File: src/rtl/uart_ram_bundle_if.sv
`timescale 1ns/1ps
`default_nettype none
// +--------------------------------------------------------------------------+
// | uart_ram_bundle_if : serial PHY handshake and RAM bus for uart_ram_bundle |
// | Revision 1.0                                                              |
// +--------------------------------------------------------------------------+
interface uart_ram_bundle_if #(
  parameter int ADDR_WIDTH = 1,
  parameter int DATA_WIDTH = 1
);
  logic                  rx;
  logic                  tx;
  logic                  trmt;
  logic [ADDR_WIDTH-1:0] tx_data;
  logic                  tx_done;
  logic                  clr_tx_done;
  logic [ADDR_WIDTH-1:0] rx_data;
  logic                  rx_done;
  logic                  clr_rx_done;
  logic                  wr;
  logic [ADDR_WIDTH-1:0] addr;
  logic [DATA_WIDTH-1:0] wdata;
  logic [DATA_WIDTH-1:0] rdata;
  logic [DATA_WIDTH-1:0] mem_debug [0:2**ADDR_WIDTH-1];

  modport master (
    output rx, trmt, tx_data, clr_tx_done, clr_rx_done, wr, addr, wdata,
    input  tx, tx_done, rx_data, rx_done, rdata, mem_debug
  );

  modport slave (
    input  rx, trmt, tx_data, clr_tx_done, clr_rx_done, wr, addr, wdata,
    output tx, tx_done, rx_data, rx_done, rdata, mem_debug
  );
endinterface
`default_nettype wire

File: src/rtl/uart_ram_bundle.sv
`timescale 1ns/1ps
`default_nettype none
// +--------------------------------------------------------------------------+
// | uart_ram_bundle : UART transmitter, UART receiver and debug-visible RAM   |
// | Revision 1.0                                                              |
// +--------------------------------------------------------------------------+
module uart_ram_bundle #(
  parameter int ADDR_WIDTH  = 1,
  parameter int DATA_WIDTH  = 1,
  parameter int BAUD_PERIOD = 1
) (
  input  logic             clk,
  input  logic             rst_l,
  uart_ram_bundle_if.slave bus
);
  localparam int c_cnt_w = (BAUD_PERIOD > 1) ? $clog2(BAUD_PERIOD) : 1;
  localparam int c_bit_w = $clog2(ADDR_WIDTH + 2);
  localparam int c_half  = BAUD_PERIOD / 2;
  localparam logic [c_cnt_w-1:0] c_baud_last = c_cnt_w'(BAUD_PERIOD - 1);
  localparam logic [c_cnt_w-1:0] c_half_last = c_cnt_w'((c_half > 0) ? c_half - 1 : 0);
  localparam logic [c_bit_w-1:0] c_tx_last   = c_bit_w'(ADDR_WIDTH + 1);
  localparam logic [c_bit_w-1:0] c_rx_last   = c_bit_w'(ADDR_WIDTH - 1);

  localparam logic [0:0] c_tx_idle = 1'b0;
  localparam logic [0:0] c_tx_xmit = 1'b1;

  localparam logic [1:0] c_rx_idle  = 2'd0;
  localparam logic [1:0] c_rx_start = 2'd1;
  localparam logic [1:0] c_rx_data  = 2'd2;
  localparam logic [1:0] c_rx_stop  = 2'd3;

  // ---------------- transmitter ----------------
  logic [0:0]            r_tx_state, w_tx_state_nxt;
  logic [c_cnt_w-1:0]    r_tx_baud;
  logic [c_bit_w-1:0]    r_tx_bit;
  logic [ADDR_WIDTH+1:0] r_tx_shift;
  logic                  r_tx_done;
  logic                  w_tx_start, w_tx_bit_end, w_tx_frame_end;

  always_ff @(posedge clk) begin
    if (!rst_l) r_tx_state <= c_tx_idle;
    else        r_tx_state <= w_tx_state_nxt;
  end

  always_comb begin
    w_tx_state_nxt = r_tx_state;
    case (r_tx_state)
      c_tx_idle: if (w_tx_start)     w_tx_state_nxt = c_tx_xmit;
      default:   if (w_tx_frame_end) w_tx_state_nxt = c_tx_idle;
    endcase
  end

  always_comb begin
    w_tx_start     = (r_tx_state == c_tx_idle) && bus.trmt;
    w_tx_bit_end   = (r_tx_state == c_tx_xmit) && (r_tx_baud == c_baud_last);
    w_tx_frame_end = w_tx_bit_end && (r_tx_bit == c_tx_last);
    bus.tx         = (r_tx_state == c_tx_xmit) ? r_tx_shift[0] : 1'b1;
  end

  // Frame is shifted out LSB first: start bit sits in bit 0, stop bit on top.
  always_ff @(posedge clk) begin
    if (!rst_l) begin
      r_tx_baud  <= '0;
      r_tx_bit   <= '0;
      r_tx_shift <= '1;
      r_tx_done  <= 1'b0;
    end else begin
      if (w_tx_start) begin
        r_tx_shift <= {1'b1, bus.tx_data, 1'b0};
        r_tx_baud  <= '0;
        r_tx_bit   <= '0;
      end else if (w_tx_bit_end) begin
        r_tx_shift <= {1'b1, r_tx_shift[ADDR_WIDTH+1:1]};
        r_tx_baud  <= '0;
        r_tx_bit   <= r_tx_bit + 1'b1;
      end else if (r_tx_state == c_tx_xmit) begin
        r_tx_baud  <= r_tx_baud + 1'b1;
      end
      if (w_tx_frame_end)                    r_tx_done <= 1'b1;
      else if (w_tx_start || bus.clr_tx_done) r_tx_done <= 1'b0;
    end
  end

  assign bus.tx_done = r_tx_done;

  // ---------------- receiver ----------------
  logic                  r_rx_s1, r_rx_s2;
  logic [1:0]            r_rx_state, w_rx_state_nxt;
  logic [c_cnt_w-1:0]    r_rx_cnt;
  logic [c_bit_w-1:0]    r_rx_bit;
  logic [ADDR_WIDTH-1:0] r_rx_shift;
  logic [ADDR_WIDTH-1:0] r_rx_data;
  logic                  r_rx_done;
  logic                  w_rx_sample, w_rx_good;

  always_ff @(posedge clk) begin
    if (!rst_l) begin
      r_rx_s1    <= 1'b1;
      r_rx_s2    <= 1'b1;
      r_rx_state <= c_rx_idle;
    end else begin
      r_rx_s1    <= bus.rx;
      r_rx_s2    <= r_rx_s1;
      r_rx_state <= w_rx_state_nxt;
    end
  end

  // With BAUD_PERIOD of 1 there is no half-bit to wait, so go straight to DATA.
  always_comb begin
    w_rx_state_nxt = r_rx_state;
    case (r_rx_state)
      c_rx_idle:  if (!r_rx_s2) w_rx_state_nxt = (c_half == 0) ? c_rx_data : c_rx_start;
      c_rx_start: if (w_rx_sample) w_rx_state_nxt = r_rx_s2 ? c_rx_idle : c_rx_data;
      c_rx_data:  if (w_rx_sample && (r_rx_bit == c_rx_last)) w_rx_state_nxt = c_rx_stop;
      default:    if (w_rx_sample) w_rx_state_nxt = c_rx_idle;
    endcase
  end

  always_comb begin
    case (r_rx_state)
      c_rx_start: w_rx_sample = (r_rx_cnt == c_half_last);
      c_rx_data,
      c_rx_stop:  w_rx_sample = (r_rx_cnt == c_baud_last);
      default:    w_rx_sample = 1'b0;
    endcase
    w_rx_good = (r_rx_state == c_rx_stop) && w_rx_sample && r_rx_s2;
  end

  always_ff @(posedge clk) begin
    if (!rst_l) begin
      r_rx_cnt   <= '0;
      r_rx_bit   <= '0;
      r_rx_shift <= '0;
      r_rx_data  <= '0;
      r_rx_done  <= 1'b0;
    end else begin
      if ((r_rx_state == c_rx_idle) || w_rx_sample) r_rx_cnt <= '0;
      else                                          r_rx_cnt <= r_rx_cnt + 1'b1;
      if (r_rx_state != c_rx_data) r_rx_bit <= '0;
      else if (w_rx_sample)        r_rx_bit <= r_rx_bit + 1'b1;
      if ((r_rx_state == c_rx_data) && w_rx_sample)
        r_rx_shift <= ADDR_WIDTH'({r_rx_s2, r_rx_shift} >> 1);
      if (w_rx_good) r_rx_data <= r_rx_shift;
      if (w_rx_good)            r_rx_done <= 1'b1;
      else if (bus.clr_rx_done) r_rx_done <= 1'b0;
    end
  end

  assign bus.rx_data = r_rx_data;
  assign bus.rx_done = r_rx_done;

  // ---------------- RAM ----------------
  logic [DATA_WIDTH-1:0] r_mem [0:2**ADDR_WIDTH-1];

  always_ff @(posedge clk) begin
    if (!rst_l) begin
      for (int i = 0; i < 2**ADDR_WIDTH; i++) r_mem[i] <= '0;
    end else if (bus.wr) begin
      r_mem[bus.addr] <= bus.wdata;
    end
  end

  assign bus.rdata = r_mem[bus.addr];

  for (genvar i = 0; i < 2**ADDR_WIDTH; i++) begin : g_debug
    assign bus.mem_debug[i] = r_mem[i];
  end
endmodule
`default_nettype wire

File: src/flat_wrapper.sv
// flat-port wrapper written by rule: the top's interface ports become plain ports
module uart_ram_bundle_flat 
#(
  parameter int ADDR_WIDTH  = 1,
  parameter int DATA_WIDTH  = 1,
  parameter int BAUD_PERIOD = 1
)
  (clk, rst_l, bus_rx, bus_trmt, bus_tx_data, bus_clr_tx_done, bus_clr_rx_done, bus_wr, bus_addr, bus_wdata, bus_tx, bus_tx_done, bus_rx_data, bus_rx_done, bus_rdata, bus_mem_debug);
  uart_ram_bundle_if #(.ADDR_WIDTH(ADDR_WIDTH), .DATA_WIDTH(DATA_WIDTH)) bus_i ();
  input  logic clk;
  input  logic rst_l;
  input wire logic [$bits(bus_i.rx)-1:0] bus_rx;
  input wire logic [$bits(bus_i.trmt)-1:0] bus_trmt;
  input wire logic [$bits(bus_i.tx_data)-1:0] bus_tx_data;
  input wire logic [$bits(bus_i.clr_tx_done)-1:0] bus_clr_tx_done;
  input wire logic [$bits(bus_i.clr_rx_done)-1:0] bus_clr_rx_done;
  input wire logic [$bits(bus_i.wr)-1:0] bus_wr;
  input wire logic [$bits(bus_i.addr)-1:0] bus_addr;
  input wire logic [$bits(bus_i.wdata)-1:0] bus_wdata;
  output wire logic [$bits(bus_i.tx)-1:0] bus_tx;
  output wire logic [$bits(bus_i.tx_done)-1:0] bus_tx_done;
  output wire logic [$bits(bus_i.rx_data)-1:0] bus_rx_data;
  output wire logic [$bits(bus_i.rx_done)-1:0] bus_rx_done;
  output wire logic [$bits(bus_i.rdata)-1:0] bus_rdata;
  output wire logic [$bits(bus_i.mem_debug)-1:0] bus_mem_debug;
  assign bus_i.rx = bus_rx;
  assign bus_i.trmt = bus_trmt;
  assign bus_i.tx_data = bus_tx_data;
  assign bus_i.clr_tx_done = bus_clr_tx_done;
  assign bus_i.clr_rx_done = bus_clr_rx_done;
  assign bus_i.wr = bus_wr;
  assign bus_i.addr = bus_addr;
  assign bus_i.wdata = bus_wdata;
  assign bus_tx = bus_i.tx;
  assign bus_tx_done = bus_i.tx_done;
  assign bus_rx_data = bus_i.rx_data;
  assign bus_rx_done = bus_i.rx_done;
  assign bus_rdata = bus_i.rdata;
  assign bus_mem_debug = {>>{bus_i.mem_debug}};
  uart_ram_bundle #(.ADDR_WIDTH(ADDR_WIDTH), .DATA_WIDTH(DATA_WIDTH), .BAUD_PERIOD(BAUD_PERIOD)) u_core (.clk(clk), .rst_l(rst_l), .bus(bus_i));
endmodule
File: config.mk
export PLATFORM = sky130hd
export DESIGN_NAME = uart_ram_bundle_flat
export DESIGN_NICKNAME = d
export VERILOG_FILES = /design/src/rtl/uart_ram_bundle_if.sv /design/src/rtl/uart_ram_bundle.sv /design/src/flat_wrapper.sv
export SDC_FILE = /design/constraint.sdc
export NUM_CORES = 1
export LEC_CHECK = 0
export BUFFER_PORTS_ARGS = -buffer_cell sky130_fd_sc_hd__buf_4
export CORE_MARGIN = 2
export CORE_UTILIZATION = 25
export CTS_BUF_LIST = sky130_fd_sc_hd__clkbuf_16
export DETAILED_ROUTE_END_ITERATION = 8
export GPL_ROUTABILITY_DRIVEN = 0
export GPL_TIMING_DRIVEN = 1
export PLACE_DENSITY = 0.48
export SETUP_SLACK_MARGIN = 0.02
export SYNTH_ARGS = -nofsm -noshare
export SYNTH_HDL_FRONTEND = slang
export SYNTH_SLANG_ARGS = --single-unit
File: constraint.sdc
create_clock -name clk -period 1.5 [get_ports clk]
set_input_delay 0.225 -clock clk [delete_from_list [all_inputs] [get_ports clk]]
set_output_delay 0.225 -clock clk [all_outputs]
set_load 0.03 [all_outputs]
======== Word-level counts from Yosys, hierarchy flattened ========
Memories as Yosys holds them, arrays and structs flattened.
Index checks and enable logic that the tools add are counted.
word-level totals
  output and inout port bits .............. 7
  input bits .............................. 10
  word-level logic and storage cells ...... 76
  memories kept ........................... 1
  memory bits (writable) .................. 2
  flip-flop bits (word level) ............. 17
memories
  name          depth  width  rd ports  clocked after memory_dff  wr ports  line                    text
  u_core.r_mem  2      1      3         0                         2         uart_ram_bundle.sv:153  logic [DATA_WIDTH-1:0] r_mem [0:2**ADDR_WIDTH-1];
cells by class
  $add $sub $neg .......................... 4
  equal/unequal tests ..................... 8
  reductions and logical operators ........ 22
  muxes and demuxes ....................... 24
  bitwise logic cells ..................... 4
operators with widths
  cell                 number
  $mux 1               16
  $mux 2               7
  $logic_and 1x1->1    7
  $eq 2x2->1 const B   3
  $pmux 2 s3           1
  $reduce_bool 2->1    3
  $reduce_or 2->1      3
  $reduce_or 3->1      2
  $add 2x1->2 const B  2
  $logic_not 2->1      2
  $ne 2x1->1 const B   2
  $ne 2x2->1 const B   2
  $not 1->1            4
  $reduce_and 4->1     1
  $reduce_bool 3->1    1
  $add 1x1->1 const B  2
  $eq 2x1->1 const B   1
  $logic_or 1x1->1     2
  $reduce_or 1->1      1

======== Longest topological paths before layout ========
  depth after elaboration ................. 6
  depth in mapped cells ................... 5
  mapped depth without buffers ............ 5

======== Worst setup path after synthesis ========
OpenSTA, ideal clock, no wires.
  kind .................................... flip-flop to flip-flop
  from .................................... reg u_core.r_tx_bit[0]
  to ...................................... reg u_core.r_tx_bit[1]
  buffers on the path ..................... 0
  clock period less this slack ............ 1.056 ns
  cell stages (with the launch flop) ...... 5
  slack ................................... 0.444 ns
  data arrival time ....................... 0.968 ns
  setup time .............................. 0.088 ns
  path through ............................ dfxtp_1 -> inv_1 -> ha_1 -> mux2_4 -> o32ai_2
between the ends
  cells in the longest elaborated chain, start to end .. 1
ends and longest elaborated chain
  item                    line                   text
  from (decl)             uart_ram_bundle.sv:35  logic [c_bit_w-1:0] r_tx_bit;
  from (signal assigned)  uart_ram_bundle.sv:75  r_tx_bit <= r_tx_bit + 1'b1;
  $add 2x1->2             uart_ram_bundle.sv:75
No other way between the ends.
A chain may end at the register's enable or synchronous reset.

======== Worst setup path after layout ========
  from .................................... reg u_core.r_tx_state
  to ...................................... out bus_tx
between the ends
  cells in the longest elaborated chain, start to end .. 1
ends and longest elaborated chain
  item                    line                   text
  from (decl)             uart_ram_bundle.sv:33  logic [0:0] r_tx_state, w_tx_state_nxt;
  from (signal assigned)  uart_ram_bundle.sv:41  if (!rst_l) r_tx_state <= c_tx_idle;
  from (signal assigned)  uart_ram_bundle.sv:42  else r_tx_state <= w_tx_state_nxt;
  $mux 1                  uart_ram_bundle.sv:57  bus.tx = (r_tx_state == c_tx_xmit) ? r_tx_shift[0] : 1'b1;
  to (decl)               flat_wrapper.sv:20     output wire logic [$bits(bus_i.tx)-1:0] bus_tx;
No other way between the ends.

==> flow_metrics.tcl <==
set metrics [dict create \
    ys_seq_area_share_pct 46.1 \
    ctsResizeCount 0 \
    die_h_um 61.5 \
    rsz0062_at_grt "no" \
    dp_hpwl_um 981 \
    drive_above_1_share_pct 26.3 \
    max_freq_mhz 780 \
    cts_setup_buffers 0 \
    n_antenna_cell 0 \
    skew_ns 0.00219 \
    status "complete, no violations" \
    worstSkewPairLatency_ns 0.25 \
    peakVddDrop_mv 0.702 \
    synthTopCellsByArea "dfxtp_1 46%, mux2_2 4.1%, inv_1 3.2%, nand2_1 3.2%, xor2_1 3.2%" \
    numCtsBuffers 3 \
    utilization_pct 33.4 \
    postRouteAntennaNets 0 \
    clock_tree.buffer_depth 2 \
    synth_cell_types 31 \
    synth_nets 96 \
    yosysWarnings 0 \
    async_reset_ff_share_pct 0 \
    cts_tree "yes" \
    core_area_mm2 0.00310 \
    slowest_delay_ns 0.52 \
    end_kind "primary output" \
    min_period_ns 1.28 \
    drt-total-wl_um 1340 \
    maxCapViolCount 0 \
    cp_max_fo 11 \
    setup_violations 0 \
    startpoint_type "flip-flop" \
    synth-edff-count 0 \
    initial_core_util_pct 26.6 \
    synthToLayoutAreaGrowth_pct 25.6 \
    power_density_mw_per_mm2 1130 \
    min_path_cells 2 \
    clk_pin_slew_ns 0.05 \
    drtPass1Iterations 4 \
    overflow 0 \
    clock-root-buffer "clkbuf_16" \
    dieArea_mm2 0.00378 \
    antenna_found_initial 0 \
    cts_max_level 1 \
    netlist.top_cell.by_area "dfxtp_1" \
    fin_tns_setup_ns 0 \
    ys_seq_elements 19 \
    min_path_type "input port to flip-flop" \
    fin_nets 112 \
    holdCritStartpoint "bus_rx" \
    cts.sinks 19 \
    worstReg2RegEnd "u_core.r_tx_bit[1]$_SDFFE_PP0P_" \
    final_cell_mix "19 x dfxtp_1, 16 x buf_4, 8 x inv_1, 7 x nand2_1, 5 x o21ai_0" \
    yosys_most_used_dff "dfxtp_1" \
    final_common_cell "dfxtp_1" \
    avgViaCountPerCell 4.21 \
    p_leak_uw 0.000422 \
    io_buffers 16 \
    crit_arrival_ns 1.06 \
    drt_iter0_drc 14 \
    slew_viol_final 0 \
    grt_pass1_vias 538 \
    crit_type "flip-flop to primary output" \
    die_x_um 61.5 \
    synthCells 84 \
    grt_max_degree 17 \
    crit_required_ns 1.27 \
    r2r_start "u_core.r_tx_bit[0]$_SDFFE_PP0P_" \
    ctsHoldBuffers 0 \
    path_cells "nand2_1, buf_4" \
    crit_slowest_cell "dfxtp_1" \
    grt_pass1_wl_um 2280 \
    hold_viol 0 \
    vias 602 \
    drc 0 \
    synth_area_um2 826 \
    hold-path-endpoint "u_core.r_rx_s1$_SDFF_PN1_" \
    wl_per_cell_um 9.38 \
    num_rows 20 \
    synth_top_area_share_pct 46.1 \
    avgSynthCellArea_um2 9.83 \
    n_fill_cell 358 \
    finalCritPeriodShare_pct 85.5 \
    reg2reg_setup_slack_ns 0.38 \
    grt_use_total_pct 8.59 \
    ioPinCount 17 \
    reg2reg_depth 4 \
]
-- final cells by class --
cell class | count | area [um^2] | share of cell area, %
sequential | 19 | 380 | 36.7
multi-input combinational | 52 | 373 | 35.9
timing repair buffer | 16 | 120 | 11.6
clock buffer | 3 | 75.1 | 7.24
tap | 44 | 55.1 | 5.31
inverter | 8 | 30.0 | 2.90
clock inverter | 1 | 3.75 | 0.362
-- kinds of logic (layout without fill, tap and decap cells) --
group | Yosys count | in the layout | share of synthesized area [%]
simple gates | 25 | 25 | 17.1
flops | 19 | 19 | 46.1
compound gates | 15 | 15 | 13.0
buf+inv | 13 | 28 | 8.79
mux | 6 | 6 | 8.33
xor+xnor | 3 | 3 | 3.18
fa+ha+maj | 2 | 2 | 3.03
other cells | 1 | 1 | 0.454
-- critical path, delay by kind of cell, from the launching register on --
kind	cells	cell delay, ns
buffers and inverters	1	0.19
AND/OR/NAND/NOR	1	0.10
flip-flops	1	0.52
-- per-stage QoR --
stage          setup slack, ns  total power, uW  hold WS [ns]  instances  cell area [um^2]
3_3_place_gp             0.420              654         0.390        139               958
4_1_cts                  0.221             1190         0.158        143              1040
5_1_grt                  0.150             1230         0.157        143              1040
6_report                 0.218             1170         0.161        143              1040
3_5_place_dp             0.383              657         0.392        139               958
2_1_floorplan            0.444              623         0.298         84               826
-- sequential cells by signal, summed over array words and instances, names as in the netlist --
signal,count
u_core.r_rx_state,2
u_core.r_tx_baud,1
u_core.r_tx_shift,2
u_core.r_rx_cnt,1
u_core.r_tx_state,1
u_core.bus.tx_done,1
u_core.r_tx_bit,2
u_core.r_rx_s1,1
u_core.r_rx_s2,1
u_core.bus.rx_data,1
u_core.r_mem,2
u_core.bus.rx_done,1
u_core.r_rx_bit,2
u_core.r_rx_shift,1
-- worst max-delay path by stage --
stage               cells past startpoint                               to                             from  slack (ns)
floorplan                               4  u_core.r_tx_bit[1]$_SDFFE_PP0P_  u_core.r_tx_bit[0]$_SDFFE_PP0P_        0.44
global placement                        4  u_core.r_tx_bit[1]$_SDFFE_PP0P_  u_core.r_tx_bit[0]$_SDFFE_PP0P_        0.42
detailed placement                      4  u_core.r_tx_bit[1]$_SDFFE_PP0P_  u_core.r_tx_bit[0]$_SDFFE_PP0P_        0.38
CTS                                     2                           bus_tx     u_core.r_tx_state$_SDFF_PN0_        0.22
global route                            2                           bus_tx     u_core.r_tx_state$_SDFF_PN0_        0.15
finish                                  2                           bus_tx     u_core.r_tx_state$_SDFF_PN0_        0.22
-- layer usage --
metal  global-route usage, %  vias to the layer above  part of all wire (%)
met2                    12.5                       22                    39
met3                    4.62                        4                    10
met5                       0                        -                     0
met4                    4.56                        0                   2.0
met1                    10.2                      261                    49
li1                        -                      315                     -
-- synthesized netlist by cell type (2+ instances only) --
cell type and instances:
dfxtp_1 19, inv_1 7, nand2_1 7, o21ai_0 5
mux2_2 3, nand2b_1 3, nand3_1 3, nor2b_1 3
xor2_1 3, a21boi_0 2, a21oi_1 2, buf_4 2
buf_6 2, ha_1 2, mux2i_1 2, nand3b_1 2
nor2_1 2, o32ai_1 2
-- report_power, final --
| part | switching, uW | internal [uW] |
|---|---|---|
| Combinational | 47.0 | 54.0 |
| Sequential | 19.3 | 525 |
| Clock | 175 | 354 |
Note: power is estimated with default switching activity, not from simulation.
